===== config.mk =====
export PLATFORM = sky130hd
export DESIGN_NAME = iob_cache_axi_write_arbiter
export DESIGN_NICKNAME = d
export VERILOG_FILES = /design/src/rtl/iob_cache_axi_write_arbiter.sv
export SDC_FILE = /design/constraint.sdc
export NUM_CORES = 1
export LEC_CHECK = 0
export BUFFER_PORTS_ARGS = -buffer_cell sky130_fd_sc_hd__buf_2
export CAP_MARGIN = 30
export CORE_AREA = 2 2 112 114
export DETAILED_ROUTE_END_ITERATION = 6
export DIE_AREA = 0 0 114 116
export PLACE_DENSITY = 0.58
export SYNTH_ARGS = -nofsm -noshare
export SYNTH_HDL_FRONTEND = slang
export SYNTH_SLANG_ARGS = --single-unit

===== constraint.sdc =====
create_clock -name clk_i -period 2.3 [get_ports clk_i]
set_clock_uncertainty 0.1 [all_clocks]
set_input_delay 0.115 -clock clk_i [delete_from_list [all_inputs] [get_ports clk_i]]
set_output_delay 0.115 -clock clk_i [all_outputs]
set_load 0.02 [all_outputs]

===== src/rtl/iob_cache_axi_write_arbiter.sv =====
// Round-robin arbiter that serialises whole AXI4 write transactions (AW, W burst, B)
// from N cache write channels onto one memory-side write port.
module iob_cache_axi_write_arbiter #(
  parameter int N          = 2,
  parameter int AXI_ID_W   = 1,
  parameter int AXI_ADDR_W = 32,
  parameter int AXI_DATA_W = 32,
  parameter int AXI_LEN_W  = 8
) (
  input  logic                        clk_i,
  input  logic                        reset_n_i,
  input  logic [N*AXI_ID_W-1:0]       s_axi_awid_i,
  input  logic [N*AXI_ADDR_W-1:0]     s_axi_awaddr_i,
  input  logic [N*AXI_LEN_W-1:0]      s_axi_awlen_i,
  input  logic [N*3-1:0]              s_axi_awsize_i,
  input  logic [N*2-1:0]              s_axi_awburst_i,
  input  logic [N-1:0]                s_axi_awvalid_i,
  output logic [N-1:0]                s_axi_awready_o,
  input  logic [N*AXI_DATA_W-1:0]     s_axi_wdata_i,
  input  logic [N*AXI_DATA_W/8-1:0]   s_axi_wstrb_i,
  input  logic [N-1:0]                s_axi_wvalid_i,
  output logic [N-1:0]                s_axi_wready_o,
  output logic [N*2-1:0]              s_axi_bresp_o,
  output logic [N-1:0]                s_axi_bvalid_o,
  input  logic [N-1:0]                s_axi_bready_i,
  output logic [AXI_ID_W-1:0]         m_axi_awid_o,
  output logic [AXI_ADDR_W-1:0]       m_axi_awaddr_o,
  output logic [AXI_LEN_W-1:0]        m_axi_awlen_o,
  output logic [2:0]                  m_axi_awsize_o,
  output logic [1:0]                  m_axi_awburst_o,
  output logic [1:0]                  m_axi_awlock_o,
  output logic [3:0]                  m_axi_awcache_o,
  output logic [2:0]                  m_axi_awprot_o,
  output logic [3:0]                  m_axi_awqos_o,
  output logic                        m_axi_awvalid_o,
  input  logic                        m_axi_awready_i,
  output logic [AXI_DATA_W-1:0]       m_axi_wdata_o,
  output logic [AXI_DATA_W/8-1:0]     m_axi_wstrb_o,
  output logic                        m_axi_wlast_o,
  output logic                        m_axi_wvalid_o,
  input  logic                        m_axi_wready_i,
  input  logic [AXI_ID_W-1:0]         m_axi_bid_i,
  input  logic [1:0]                  m_axi_bresp_i,
  input  logic                        m_axi_bvalid_i,
  output logic                        m_axi_bready_o
);

  localparam int IDX_W  = $clog2(N);
  localparam int STRB_W = AXI_DATA_W / 8;

  typedef enum logic [1:0] {ST_IDLE, ST_ADDR, ST_DATA, ST_RESP} state_t;

  state_t               state_q, state_d;
  logic [IDX_W-1:0]     grant_q, grant_d;
  logic [IDX_W-1:0]     prio_q, prio_d;
  logic [AXI_LEN_W-1:0] len_q, len_d;
  logic [AXI_LEN_W-1:0] beat_q, beat_d;

  logic [N-1:0]         gnt_oh;
  logic [31:0]          g_idx;
  logic                 sel_wvalid;
  logic                 sel_bready;
  logic                 w_hs;
  logic                 b_hs;

  // Response routing relies solely on the registered grant, so the B id is not consumed.
  logic                 bid_unused;
  assign bid_unused = ^m_axi_bid_i;

  assign gnt_oh     = N'(1) << grant_q;
  assign g_idx      = 32'(grant_q);
  assign sel_wvalid = |(s_axi_wvalid_i & gnt_oh);
  assign sel_bready = |(s_axi_bready_i & gnt_oh);
  assign w_hs       = (state_q == ST_DATA) && sel_wvalid && m_axi_wready_i;
  assign b_hs       = (state_q == ST_RESP) && m_axi_bvalid_i && sel_bready;

  logic             found;
  logic [IDX_W-1:0] sel;
  logic [31:0]      idx;
  logic [N-1:0]     req_sh;

  always_comb begin
    state_d = state_q;
    grant_d = grant_q;
    prio_d  = prio_q;
    len_d   = len_q;
    beat_d  = beat_q;
    found   = 1'b0;
    sel     = '0;
    idx     = '0;
    req_sh  = '0;
    case (state_q)
      ST_IDLE: begin
        // Rotating search starting at prio; first hit wins.
        for (int unsigned i = 0; i < N; i++) begin
          idx    = (32'(prio_q) + i) % N;
          req_sh = s_axi_awvalid_i >> idx;
          if (!found && req_sh[0]) begin
            found = 1'b1;
            sel   = IDX_W'(idx);
          end
        end
        if (found) begin
          grant_d = sel;
          len_d   = s_axi_awlen_i[32'(sel)*AXI_LEN_W +: AXI_LEN_W];
          beat_d  = '0;
          state_d = ST_ADDR;
        end
      end
      ST_ADDR: begin
        if (m_axi_awready_i) state_d = ST_DATA;
      end
      ST_DATA: begin
        if (w_hs) begin
          beat_d = beat_q + 1'b1;
          if (beat_q == len_q) state_d = ST_RESP;
        end
      end
      ST_RESP: begin
        if (b_hs) begin
          prio_d  = (grant_q == IDX_W'(N - 1)) ? '0 : grant_q + 1'b1;
          state_d = ST_IDLE;
        end
      end
      default: state_d = ST_IDLE;
    endcase
  end

  always_ff @(posedge clk_i or negedge reset_n_i) begin
    if (!reset_n_i) begin
      state_q <= ST_IDLE;
      grant_q <= '0;
      prio_q  <= '0;
      len_q   <= '0;
      beat_q  <= '0;
    end else begin
      state_q <= state_d;
      grant_q <= grant_d;
      prio_q  <= prio_d;
      len_q   <= len_d;
      beat_q  <= beat_d;
    end
  end

  assign m_axi_awlock_o  = '0;
  assign m_axi_awcache_o = 4'b0011;
  assign m_axi_awprot_o  = '0;
  assign m_axi_awqos_o   = '0;

  // Payloads are gated to the phase that owns them so idle/reset outputs stay at zero.
  always_comb begin
    s_axi_awready_o = '0;
    s_axi_wready_o  = '0;
    s_axi_bvalid_o  = '0;
    s_axi_bresp_o   = '0;
    m_axi_awid_o    = '0;
    m_axi_awaddr_o  = '0;
    m_axi_awlen_o   = '0;
    m_axi_awsize_o  = '0;
    m_axi_awburst_o = '0;
    m_axi_awvalid_o = 1'b0;
    m_axi_wdata_o   = '0;
    m_axi_wstrb_o   = '0;
    m_axi_wlast_o   = 1'b0;
    m_axi_wvalid_o  = 1'b0;
    m_axi_bready_o  = 1'b0;
    case (state_q)
      ST_ADDR: begin
        m_axi_awvalid_o = 1'b1;
        m_axi_awid_o    = s_axi_awid_i[g_idx*AXI_ID_W +: AXI_ID_W];
        m_axi_awaddr_o  = s_axi_awaddr_i[g_idx*AXI_ADDR_W +: AXI_ADDR_W];
        m_axi_awlen_o   = s_axi_awlen_i[g_idx*AXI_LEN_W +: AXI_LEN_W];
        m_axi_awsize_o  = s_axi_awsize_i[g_idx*3 +: 3];
        m_axi_awburst_o = s_axi_awburst_i[g_idx*2 +: 2];
        s_axi_awready_o = gnt_oh & {N{m_axi_awready_i}};
      end
      ST_DATA: begin
        m_axi_wvalid_o  = sel_wvalid;
        m_axi_wdata_o   = s_axi_wdata_i[g_idx*AXI_DATA_W +: AXI_DATA_W];
        m_axi_wstrb_o   = s_axi_wstrb_i[g_idx*STRB_W +: STRB_W];
        m_axi_wlast_o   = sel_wvalid && (beat_q == len_q);
        s_axi_wready_o  = gnt_oh & {N{m_axi_wready_i}};
      end
      ST_RESP: begin
        m_axi_bready_o  = sel_bready;
        s_axi_bvalid_o  = gnt_oh & {N{m_axi_bvalid_i}};
        s_axi_bresp_o   = {N{m_axi_bresp_i}};
      end
      default: ;
    endcase
  end

endmodule


Word level (Yosys, flattened, before mapping). Index checks and enable logic that the tools add are counted.

Bits in latches: 0. Input bits: 178. RAM bits: 0. Output and inout bits: 109. Register bits after elaboration: 20. Word-level logic and storage cells: 81. Memories kept: 0. Bits in read-only memories: 0.

Reductions and logical operators: 15. Order comparisons: 0. Equal/unequal tests: 9. $add $sub $neg: 3. Multiplexer cells: 32. Bitwise logic cells: 5. Shift operators: 11. Multipliers: 1. Div/mod/pow operators: 0.

Operators with widths (number): $shiftx 64x7->32 (2); $mux 32 (2); $shiftx 16x5->8 (2); $mux 8 (3); $mux 2 (9); $pmux 8 s2 (1); $mux 1 (13); $and 2x2->2 (5); $add 8x1->8 const B (1); $eq 8x8->1 (1); $mux 4 (2); $ne 2x2->1 const B (4); $pmux 2 s4 (1); $shiftx 8x4->4 (1); $logic_and 1x1->1 (6); $shiftx 6x4->3 (1); $reduce_and 5->1 (1); $eq 2x2->1 const B (2); $reduce_and 2->1 (2); $reduce_or 2->1 (2); $shiftx 4x3->2 (1); $shr 2x1->1 (2); $mul 1x2->3 const B (1); $mux 3 (1); 9 further kinds (10).

Logic depth before layout (Yosys ltp).
Depth after elaboration: 9. Mapped depth: 8. Mapped depth without buffers: 7.

Worst setup path before layout. Ideal clock, no wire load.

Kind: register -> output. Start: register state_q[1]. End: output m_axi_awaddr_o[10]. Path buffers: 2. Data required time: 2085 ps. Arrival time: 1616 ps. Slack: 469 ps. Stages on the path, launching flop included: 6. Cells stage by stage: dfrtp_1 -> inv_1 -> ha_1 -> clkbuf_1 -> clkbuf_1 -> nor2b_1.

Word-level cells in the longest chain between the ends: 2.

Ends and longest elaborated chain: start, declared (RTL line 53) `state_t state_q, state_d;`; start signal, assigned (RTL line 137) `state_q <= state_d;`; $eq 2x1->1 (RTL line 167) `case (state_q)`; $mux 32 (RTL line 167); end, declared (RTL line 27) `output logic [AXI_ADDR_W-1:0] m_axi_awaddr_o,`.

No other way between the ends.

Worst setup path in the final report.
Start: register state_q[0]. End: output m_axi_wdata_o[2].

Word-level cells in the longest chain between the ends: 2.

Ends and longest elaborated chain: $eq 2x2->1 (RTL line 167); $mux 32 (RTL line 167); end, declared (RTL line 37) `output logic [AXI_DATA_W-1:0] m_axi_wdata_o,`.

No other way between the ends.

==> PnR_summary.wiki <==
{| class="wikitable"
! Metric !! Value
|-
| CTS buffer count || 3
|-
| Launch instance of the worst register-to-register path || state_q[0]
|-
| Flop-to-flop setup slack || 0.30 ns
|-
| Multi-input gate area in the final layout || 0.00209 mm²
|-
| Clock-pin slew on the worst setup and hold paths || 0.05 ns
|-
| Register area share after synthesis || 18.0%
|-
| Total detailed-routing wirelength || 9.56 mm
|-
| Routed vias || 3202
|-
| Cell types occupying the most area after synthesis || mux2i_1 (33%), nor2b_1 (19%), dfrtp_1 (18%)
|-
| Reg area || 504 µm²
|-
| R2R depth || 7
|-
| Remaining global-route overflow || 0
|-
| RSZ-0062 raised after global routing || false
|-
| Post-route worst hold slack || 0.0642 ns
|-
| Clock latency reported for the late side of the worst-skew pair || 0.25 ns
|-
| Netlist area before placement || 0.00278 mm²
|-
| Global-route met3 utilization || 1.67%
|-
| Die extent in y || ~120 µm
|-
| Placer's final routability congestion estimate || 0.780
|-
| Count of pins over their slew limit || 0
|-
| Routed Antenna Nets || 0
|-
| Tightest Hold Check Type || in2reg
|-
| Leakage dissipation || about 0.0026 µW
|-
| Slew at the pin closest to its max-slew limit || ~0.62 ns
|-
| Kind of cell with the highest combined delay on the critical path || buffers and inverters
|-
| Flops & latches, synth || 20
|-
| Initial standard-cell utilization of the core || 23.3%
|-
| Share of post-route cells with drive strength above 1 || 47.8%
|-
| Commonest non-fill, non-tap cell in the layout || buf_2
|-
| Syn_area_per_cell || 8.20 µm²
|-
| Layout overhead on the synthesized area || 55.0%
|-
| Achievable frequency || 473 MHz
|-
| Area share of the leading cell type in the synthesized netlist || 33.1%
|-
| Buffers on Ports || 272
|-
| Outcome || complete, no violations
|-
| Cells after Synth || 339
|-
| Maximum capacitance violations || 0
|-
| Largest net degree at the start of global routing || 62
|-
| Maximum single-stage delay on the critical path || a little over 0.4 ns
|-
| Core area || 0.0119 mm²
|-
| Maximum clock path buffer count || 2
|-
| Number of nets in the final layout || ~800
|-
| Initial antenna violation count || 1
|-
| Num ports || 287
|-
| Top library cells by usage in the layout, fill and taps aside || buf_2 (272), mux2i_1 (92), nor2b_1 (84), nand2_1 (21), dfrtp_1 (19)
|-
| Endpoint of the worst register-to-register path || beat_q[5]
|-
| Setup TNS || 0 ns
|-
| Root Buffer Master || clkbuf_16
|-
| Final Cycle Share || 91.9%
|-
| First-pass GRT wire length || 13.6 mm
|-
| Data required, critical path || 2.09 ns
|-
| Yosys cell types || 28
|-
| Clock sinks || 20
|-
| Maximum net fanout on the critical path || 37
|-
| Post-detailed-placement half-perimeter wirelength || 8.07 mm
|-
| Remaining design rule violation count || 0
|-
| H-tree depth || 1
|-
| Pre-Repair DR Iteration Count || 4
|-
| Clock tree from TritonCTS || yes
|-
| Global Route Usage Sum || approximately an eighth
|-
| Kind of critical path || reg2out
|-
| Worst EP arrival || roughly 1.9 ns
|-
| Floorplan die area || 0.0132 mm²
|-
| Number of hold violations in the final report || 0
|-
| Number of global-route vias before repair || just under 3k
|-
| Fill cell instance count of the final layout || 1214
|-
| Die outline width || 114 µm
|-
| Synth area leader || mux2i_1
|-
| GR met1 Demand/Resource || 13.2%
|-
| Detailed-route wire length per cell || 12.9 µm
|-
| Peak ir drop on the vdd network || 0.444 mV
|-
| Number of placement rows || 40
|-
| Startpoint of the tightest hold check path || s_axi_awlen_i[15]
|-
| Hold Crit Endpoint || len_q[7]
|-
| Slowest cell on the critical path || dfrtp_1
|-
| Global routing usage on met2 || 26.9%
|-
| Cell Pwr Density || 1030 mW/mm²
|-
| Number of stages on the worst hold path || 3
|-
| Count of buffers added by post-CTS timing repair for setup || 0
|-
| Worst path bufs/invs || 3
|-
| Busiest grt layer || met2
|-
| Worst rel slew slack || 58.7%
|-
| Finish-stage setup viols || 0
|-
| Cell Chain, Critical Path || inv_1 -> ha_1 -> buf_4 -> nor2b_1 -> buf_2
|-
| Synthesis Warnings || 0
|-
| Kind of capture point of the worst setup path || output port
|-
| Violation count after the first detailed-routing iteration || 95
|-
| Minimum clock period || 2.11 ns
|-
| Via density || between 4 and 5
|-
| Worst Setup Start Kind || flip-flop
|}
==> cell usage after synthesis <==
| master | count |
|---|---|
| a21oi_2 | 1 |
| and2_1 | 2 |
| nor2b_1 | 84 |
| buf_4 | 15 |
| o21ai_2 | 1 |
| clkbuf_1 | 10 |
| ha_1 | 6 |
| a21oi_1 | 1 |
| a31oi_1 | 1 |
| nand3_1 | 4 |
| nor4_2 | 2 |
| and3_1 | 6 |
| buf_2 | 10 |
| conb_1 | 2 |
| inv_1 | 8 |
| nand2_1 | 21 |
| nor3b_1 | 1 |
| nand2b_1 | 1 |
| nor2_1 | 15 |
| nand4_1 | 4 |
| mux2_1 | 1 |
| buf_1 | 1 |
| o32a_1 | 1 |
| dfrtp_1 | 20 |
| mux2i_1 | 92 |
| o21ai_1 | 2 |
| o21ai_0 | 13 |
| xor2_1 | 14 |
==> power by group <==
part           leakage (µW)  internal, µW  switching, µW
Sequential         0.000253           474            140
Clock             0.0000382           236            126
Combinational       0.00227          1450           2030
Total               0.00256          2160           2290
==> stage by stage <==
step / setup slack (ns) / util (%) / power [µW] / std cells / instance area, µm²
after floorplan: 0.469 / - / 3170 / 350 / 2820
after global placement: 0.397 / 35.4 / 4070 / 738 / 4220
after detailed placement: 0.362 / 35.4 / 4140 / 738 / 4220
after CTS: 0.182 / 36.1 / 4510 / 743 / 4310
after global routing: 0.0483 / 36.1 / 4810 / 743 / 4310
final: 0.185 / 36.2 / 4460 / 744 / 4310
==> repair_timing <==
action	CTS	global route
hold buffers	1	0
endpoints found under the hold margin	20	0
resized for setup	0	0
endpoints found under the setup margin	0	0
==> state kept, by name (all words and copies together), names as in the netlist <==
register and count:
beat_q 8, prio_q 1, grant_q 1, state_q 2, len_q 8
==> routing by layer <==
| layer | wire (µm) | up-vias |
|---|---|---|
| met3 | 766 | 8 |
| met2 | 5280 | 175 |
| met5 | 0 | - |
| met4 | 68 | 0 |
| li1 | - | 1626 |
| met1 | 3450 | 1393 |
==> worst min-delay path: stages <==
cell     delay, ns
buf_2         0.08
mux2i_1       0.05
o21ai_0       0.13
==> cell families after synthesis <==
group           share of synthesized area (%)
compound gates                           4.10
xor+xnor                                 4.41
fa+ha+maj                                2.70
buf+inv                                  8.42
flops                                    18.0
mux                                      33.5
other cells                             0.270
simple gates                             28.6
==> worst max path at each step <==
| stage | start | end | slack [ns] | cells past startpoint |
|---|---|---|---|---|
| after floorplan | state_q[1] | m_axi_awaddr_o[10] | 0.47 | 5 |
| after global placement | state_q[0] | beat_q[6] | 0.40 | 7 |
| after detailed placement | state_q[0] | beat_q[6] | 0.36 | 7 |
| after CTS | state_q[0] | m_axi_wstrb_o[0] | 0.18 | 5 |
| after global routing | state_q[0] | m_axi_wdata_o[2] | 0.05 | 5 |
| final | state_q[0] | m_axi_wdata_o[2] | 0.19 | 5 |
==> cell type report <==
type / count / area share, %
Inverter: 8 / 0.697
Clock buffer: 4 / 1.83
Antenna cell: 1 / 0.0581
Timing Repair Buffer: 278 / 33.0
Multi-Input combinational cell: 286 / 48.4
Sequential cell: 20 / 11.7
Tap cell: 147 / 4.27
(Power assumes the default switching activity.)
